===== src/rtl/clk_div_pkg.sv =====
// Shared definitions for the programmable multi-channel clock divider.
//
// Contents:
//   mode_t        2-bit channel mode encoding
//   MODE_*        OFF / TOGGLE / PULSE / ONESHOT mode values
//   ch_w(n)       width of a channel-select field for n channels (at least 1 bit)
package clk_div_pkg;

    typedef logic [1:0] mode_t;

    localparam mode_t MODE_OFF     = 2'b00;
    localparam mode_t MODE_TOGGLE  = 2'b01;
    localparam mode_t MODE_PULSE   = 2'b10;
    localparam mode_t MODE_ONESHOT = 2'b11;

    // A single channel still needs a one-bit select port, so clamp at 1.
    function automatic int ch_w(input int n);
        int w;
        w = $clog2(n);
        return (w < 1) ? 1 : w;
    endfunction

endpackage


===== src/rtl/clk_div_channel.sv =====
// One divider channel: period counter, active and shadow configuration,
// pending/done bookkeeping.
//
// Ports:
//   i_clk      system clock, rising edge
//   i_reset    synchronous active-high reset
//   i_enable   count enable for this channel
//   i_wr       config write strobe already decoded for this channel
//   i_wrDiv    new divisor
//   i_wrMode   new mode
//   o_q        TOGGLE square wave, or a copy of the tick in PULSE/ONESHOT
//   o_tick     one-cycle pulse after each terminal count
//   o_pending  a written config is waiting for the next terminal count
//   o_done     ONESHOT has fired; cleared by the next applied write
module clk_div_channel
    import clk_div_pkg::*;
#(
    parameter int                   CNT_WIDTH    = 23,
    parameter logic [CNT_WIDTH-1:0] DEFAULT_DIV  = '1,
    parameter mode_t                DEFAULT_MODE = MODE_TOGGLE
) (
    input  logic                 i_clk,
    input  logic                 i_reset,
    input  logic                 i_enable,
    input  logic                 i_wr,
    input  logic [CNT_WIDTH-1:0] i_wrDiv,
    input  mode_t                i_wrMode,
    output logic                 o_q,
    output logic                 o_tick,
    output logic                 o_pending,
    output logic                 o_done
);

    logic [CNT_WIDTH-1:0] r_count;
    logic [CNT_WIDTH-1:0] r_div;
    logic [CNT_WIDTH-1:0] r_shDiv;
    mode_t                r_mode;
    mode_t                r_shMode;
    logic                 r_q;
    logic                 r_tick;
    logic                 r_pending;
    logic                 r_done;

    logic                 w_idle;
    logic                 w_term;
    logic                 w_applyNow;
    logic                 w_applyTerm;
    logic [CNT_WIDTH-1:0] w_newDiv;
    mode_t                w_newMode;

    // An idle channel (OFF, or a ONESHOT that already fired) has no period
    // boundary to wait for, so a write to it can be taken on the next edge.
    assign w_idle      = (r_mode == MODE_OFF) || ((r_mode == MODE_ONESHOT) && r_done);
    assign w_term      = i_enable && !w_idle && (r_count == r_div);
    assign w_applyNow  = i_wr && w_idle;
    // A write arriving on the terminal edge itself wins over an older shadow value.
    assign w_applyTerm = w_term && (i_wr || r_pending);
    assign w_newDiv    = i_wr ? i_wrDiv  : r_shDiv;
    assign w_newMode   = i_wr ? i_wrMode : r_shMode;

    // Counting and output generation use the old config first; a config
    // apply on the same edge then overrides count/Q/pending/done so the new
    // settings start cleanly from the following cycle.
    always_ff @(posedge i_clk) begin
        if (i_reset) begin
            r_count   <= '0;
            r_div     <= DEFAULT_DIV;
            r_mode    <= DEFAULT_MODE;
            r_shDiv   <= DEFAULT_DIV;
            r_shMode  <= DEFAULT_MODE;
            r_q       <= 1'b0;
            r_tick    <= 1'b0;
            r_pending <= 1'b0;
            r_done    <= 1'b0;
        end else begin
            r_tick <= 1'b0;
            if (w_term) begin
                r_count <= '0;
                r_tick  <= 1'b1;
                r_q     <= (r_mode == MODE_TOGGLE) ? ~r_q : 1'b1;
                if (r_mode == MODE_ONESHOT) begin
                    r_done <= 1'b1;
                end
            end else begin
                if (i_enable && !w_idle) begin
                    r_count <= r_count + CNT_WIDTH'(1);
                end
                // Outside TOGGLE, Q mirrors tick, which is low on non-terminal edges.
                if (r_mode != MODE_TOGGLE) begin
                    r_q <= 1'b0;
                end
            end

            if (w_applyNow) begin
                r_div     <= i_wrDiv;
                r_mode    <= i_wrMode;
                r_count   <= '0;
                r_q       <= 1'b0;
                r_done    <= 1'b0;
                r_pending <= 1'b0;
            end else if (w_applyTerm) begin
                r_div     <= w_newDiv;
                r_mode    <= w_newMode;
                r_pending <= 1'b0;
                r_done    <= 1'b0;
                // A square wave carries on seamlessly only when staying in TOGGLE.
                if (!((w_newMode == MODE_TOGGLE) && (r_mode == MODE_TOGGLE))) begin
                    r_q <= 1'b0;
                end
                if (w_newMode == MODE_OFF) begin
                    r_tick <= 1'b0;
                end
            end else if (i_wr) begin
                r_shDiv   <= i_wrDiv;
                r_shMode  <= i_wrMode;
                r_pending <= 1'b1;
            end
        end
    end

    assign o_q       = r_q;
    assign o_tick    = r_tick;
    assign o_pending = r_pending;
    assign o_done    = r_done;

endmodule


===== src/rtl/clk_divider_prog_multi.sv =====
// NUM_CH independent runtime-programmable clock dividers on one system clock.
// Each channel runs OFF, TOGGLE (square wave), PULSE (periodic tick) or
// ONESHOT; config changes land at period boundaries.
//
// Ports:
//   Clk      system clock, rising edge
//   reset    synchronous active-high, clears every channel
//   enable   per-channel count enable
//   wr_en    config write strobe (one channel per cycle)
//   wr_ch    target channel; values >= NUM_CH are ignored
//   wr_div   new divisor D (period is D+1 enabled cycles)
//   wr_mode  new mode: 00 OFF, 01 TOGGLE, 10 PULSE, 11 ONESHOT
//   Q        per-channel divided output
//   tick     per-channel one-cycle terminal pulse
//   pending  per-channel written-but-not-applied flag
//   done     per-channel sticky ONESHOT-fired flag
module clk_divider_prog_multi
    import clk_div_pkg::*;
#(
    parameter int                   NUM_CH       = 4,
    parameter int                   CNT_WIDTH    = 23,
    parameter logic [CNT_WIDTH-1:0] DEFAULT_DIV  = 23'h2625A0,
    parameter mode_t                DEFAULT_MODE = MODE_TOGGLE,
    localparam int                  CH_W         = ch_w(NUM_CH)
) (
    input  logic                 Clk,
    input  logic                 reset,
    input  logic [NUM_CH-1:0]    enable,
    input  logic                 wr_en,
    input  logic [CH_W-1:0]      wr_ch,
    input  logic [CNT_WIDTH-1:0] wr_div,
    input  mode_t                wr_mode,
    output logic [NUM_CH-1:0]    Q,
    output logic [NUM_CH-1:0]    tick,
    output logic [NUM_CH-1:0]    pending,
    output logic [NUM_CH-1:0]    done
);

    logic [NUM_CH-1:0] w_chWr;

    // Out-of-range channel numbers match no strobe, so they change nothing.
    for (genvar g = 0; g < NUM_CH; g++) begin : gCh
        assign w_chWr[g] = wr_en && (wr_ch == CH_W'(g));

        clk_div_channel #(
            .CNT_WIDTH   (CNT_WIDTH),
            .DEFAULT_DIV (DEFAULT_DIV),
            .DEFAULT_MODE(DEFAULT_MODE)
        ) uChan (
            .i_clk    (Clk),
            .i_reset  (reset),
            .i_enable (enable[g]),
            .i_wr     (w_chWr[g]),
            .i_wrDiv  (wr_div),
            .i_wrMode (wr_mode),
            .o_q      (Q[g]),
            .o_tick   (tick[g]),
            .o_pending(pending[g]),
            .o_done   (done[g])
        );
    end

endmodule


===== config.mk =====
export PLATFORM = sky130hd
export DESIGN_NAME = clk_divider_prog_multi
export DESIGN_NICKNAME = d
export VERILOG_FILES = /design/src/rtl/clk_div_pkg.sv /design/src/rtl/clk_div_channel.sv /design/src/rtl/clk_divider_prog_multi.sv
export SDC_FILE = /design/constraint.sdc
export NUM_CORES = 1
export LEC_CHECK = 0
export CORE_MARGIN = 2
export CORE_UTILIZATION = 40
export CTS_CLUSTER_DIAMETER = 80
export DETAILED_ROUTE_END_ITERATION = 8
export GPL_TIMING_DRIVEN = 0
export PLACE_DENSITY = 0.62
export SYNTH_ARGS = -nofsm -noshare
export SYNTH_HDL_FRONTEND = slang
export SYNTH_SLANG_ARGS = --single-unit

===== constraint.sdc =====
create_clock -name Clk -period 2.6 [get_ports Clk]
set_input_delay 0.52 -clock Clk [delete_from_list [all_inputs] [get_ports Clk]]
set_output_delay 0.52 -clock Clk [all_outputs]
set_load 0.02 [all_outputs]

==> results.md <==
* Final WL at 42.9 mm
* Final hold slack at 476 ps
* Non-Filler Instances at approximately 2300
* Clk sinks at 308
* Worst-case clock buffer depth at 3
* Initial Utilization at roughly two fifths
* DIE AREA at 0.0384 mm^2
* Ys Warns at 0
* VDD IR max at 477 uV
* Core box area at between 0.03 and 0.04 mm^2
* Hpwl dp at about 31 mm
* Width of the die at 196 um
* Syn Area/Cell at 8.49 um^2
* Clock share of power at between 40% and 50%
* Tcrit/Tclk final at 95.9%
* Worst setup EP type: flop
* Status: completed
* Clock latency on the worst-skew pair at 520 ps
* Hold Vio Cnt, Final at 0
* Leading area contributor after synthesis: dfxtp_1
* Worst Tran Pin Value at roughly 850 ps
* Switch Pwr at roughly 2500 uW
* Endpoints failing setup at 0
* Vias at approximately 13000
* Most numerous cell in the Yosys netlist: dfxtp_1
* Max-Cap Viols at 0
* Min Tclk post-route at 2490 ps
* Synth top cells by count: dfxtp_1, nand3_1, nor2_1, o21ai_0, xnor2_1
* GRT Total Usage at 22.1%
* Initial DRC count at 1205
* Pre-Repair DR Iteration Count at 6
* Final GP Congestion at just under 0.9
* Post-DR vias/cell at 5.62
* Fin. max-slew vios at 0
* Initial antenna violation count at 1
* Max-slew headroom at 43.2%
* Net Sw Frac at 23.4%
* Combinational share of power at 5.8%
* Post-synth EDFFs at 0
* Routed Antenna Nets at 0
* Remaining Overflow, GRT at 0
* I/O Buffers at 24
* Top cells by area, synth: dfxtp_1, xnor2_1, nand3_1
* Row Count at 70
* Worst Path Max Fanout at 10
* Pin count of the biggest net entering global routing at 13
* Netlist cell types at between 60 and 70
* Area delta synth->final at 14.4%
* Crit start category: input port
* Routed length per placed instance at 18.7 um
* Nets at 1834
* Ys flop type: dfxtp_1
* Number of global-route vias before repair at 12200
* Register bit total from synthesis at 308
* CTS tree: yes
* Die height at 196 um
* Final Instance Area at approximately 0.017 mm^2
* Critical path required time at 3020 ps
* Share of power burned in registers at 44.9%
* Sequential share of the synthesized area at 41.9%
* Area after DPL at ~0.016 mm^2
* Placed Cells at around 2200
* Data arrival time of the worst path at roughly 2900 ps
* Clock root cell: clkbuf_16
* Ys async rst share at 0%
* Io pins at 50
* Post-synthesis net count at 1772
* Internal at 8290 uW
* DRC errors left at 0
* Leak at roughly 0.0061 uW
* WS Path Type: in -> reg
* Fmax at 0.401 GHz
* Worst-path clk slew at 60 ps
* Pwr dens at 642 mW/mm^2
* Clock skew at ~26 ps
* Setup tns final at 0 ps
* Share of cells above drive strength 1 at under 10%
* H-tree Lvls at 2
* Num CTS Buffers at 36
* Top cell type's share of synthesized area at about two fifths
* Setup bufs post-CTS at 0
* Gate Count Post-Synth at between 1500 and 2000
* Min-Delay Path Class: reg -> reg
* Syn Std Cell Area at 0.0147 mm^2
* RSZ-0062 raised after global routing: true
* First-pass GRT wire length at 67.7 mm
-- sequential cells by signal, summed over array words and instances, names as in the netlist --
signal               cells
gCh.uChan.r_count       92
gCh.uChan.o_done         4
gCh.uChan.r_div         92
gCh.uChan.r_shMode       8
gCh.uChan.o_tick         4
gCh.uChan.r_mode         8
gCh.uChan.r_shDiv       92
gCh.uChan.o_q            4
gCh.uChan.o_pending      4
-- routing by layer --
metal | GRT usage (%) | up-vias | part of all wire, %
li1 | - | 6293 | -
met5 | 0 | - | 0
met1 | 31.2 | 6108 | 46
met4 | 6.76 | 0 | 2.7
met2 | 34.8 | 390 | 45
met3 | 3.13 | 81 | 6.4
-- path summary, 6_finish.rpt --
path / cells past startpoint / slack [ps] / end / start
worst max-delay path: 7 / 110 / gCh[3].uChan.r_div[12]$_SDFFE_PP0P_ / wr_ch[1]
worst min-delay path: 2 / 480 / gCh[1].uChan.r_shDiv[20]$_SDFFE_PP0P_ / gCh[1].uChan.r_shDiv[20]$_SDFFE_PP0P_
worst max register to register: 7 / 180 / gCh[0].uChan.r_count[17]$_SDFFE_PP0P_ / gCh[0].uChan.r_count[17]$_SDFFE_PP0P_
worst min register to register: 2 / 480 / gCh[1].uChan.r_shDiv[20]$_SDFFE_PP0P_ / gCh[1].uChan.r_shDiv[20]$_SDFFE_PP0P_
-- layout make-up --
cell class              instances  area [um^2]
flip-flops and latches        308         6170
clock inverters                10          165
plain buffers                 168          769
diodes                          1         2.50
clock buffers                  54         1090
well taps                     468          586
inverters                       8         30.0
fillers                      3575        19600
repair buffers                 24          240
multi-input cells            1250         7800
-- critical path, cell delays in order --
cell	delay, ps
clkdlybuf4s50_1	710
and3_1	230
clkbuf_1	370
clkbuf_2	300
buf_1	390
nand2_1	120
a311oi_2	270
-- repair_timing --
action	in CTS	in global routing
hold buffers	0	0
gates resized for setup	2	21
endpoints found under the setup margin	46	74
-- layout by cell type (no fill, tap or decap), types with 4 or more instances in the layout --
master	count
a31oi_1	7
dfxtp_1	308
ha_1	4
nor3_1	38
nor2_2	5
bufinv_16	4
mux2i_1	59
nand3b_1	4
a221oi_1	18
nor2b_1	11
clkbuf_1	95
clkbuf_8	12
and2_1	24
a21oi_1	96
a311oi_1	6
a211oi_1	12
inv_1	7
clkdlybuf4s50_1	24
nor2_1	163
o21ai_0	166
buf_2	23
xnor2_1	110
buf_1	23
nand2_1	90
a311oi_2	9
and4_1	12
clkbuf_2	10
buf_4	20
clkinv_2	4
xor2_1	70
nand3_1	173
o311a_1	48
nor4_2	5
clkbuf_16	36
nand4_1	34
and3_1	24
nor4_1	21
-- through the flow --
stage / setup WS, ps / total power [uW] / utilization [%]
global route: -21.7 / 11100 / 46.2
detailed placement: -771 / 5560 / 42.7
finish: 106 / 10800 / 46.2
global placement: -726 / 5550 / 42.7
CTS: 40.1 / 10900 / 46.1
floorplan: 676 / 5340 / -
-- power by group through the flow --
stage          Combinational [uW]  Clock, uW  Sequential, uW
6_report                      623       5340            4860
5_1_grt                       673       5590            4860
4_1_cts                       611       5410            4850
3_5_place_dp                  607          0            4960
3_3_place_gp                  597          0            4960
2_1_floorplan                 401          0            4940
-- kinds of logic after synthesis --
logic type / after synthesis / synth area share (%)
mux: 59 / 4.01
fa+ha+maj: 4 / 0.340
buf+inv: 176 / 5.36
flops: 308 / 41.9
compound gates: 384 / 16.8
xor+xnor: 180 / 10.7
simple gates: 623 / 20.9
(Power assumes the default switching activity.)
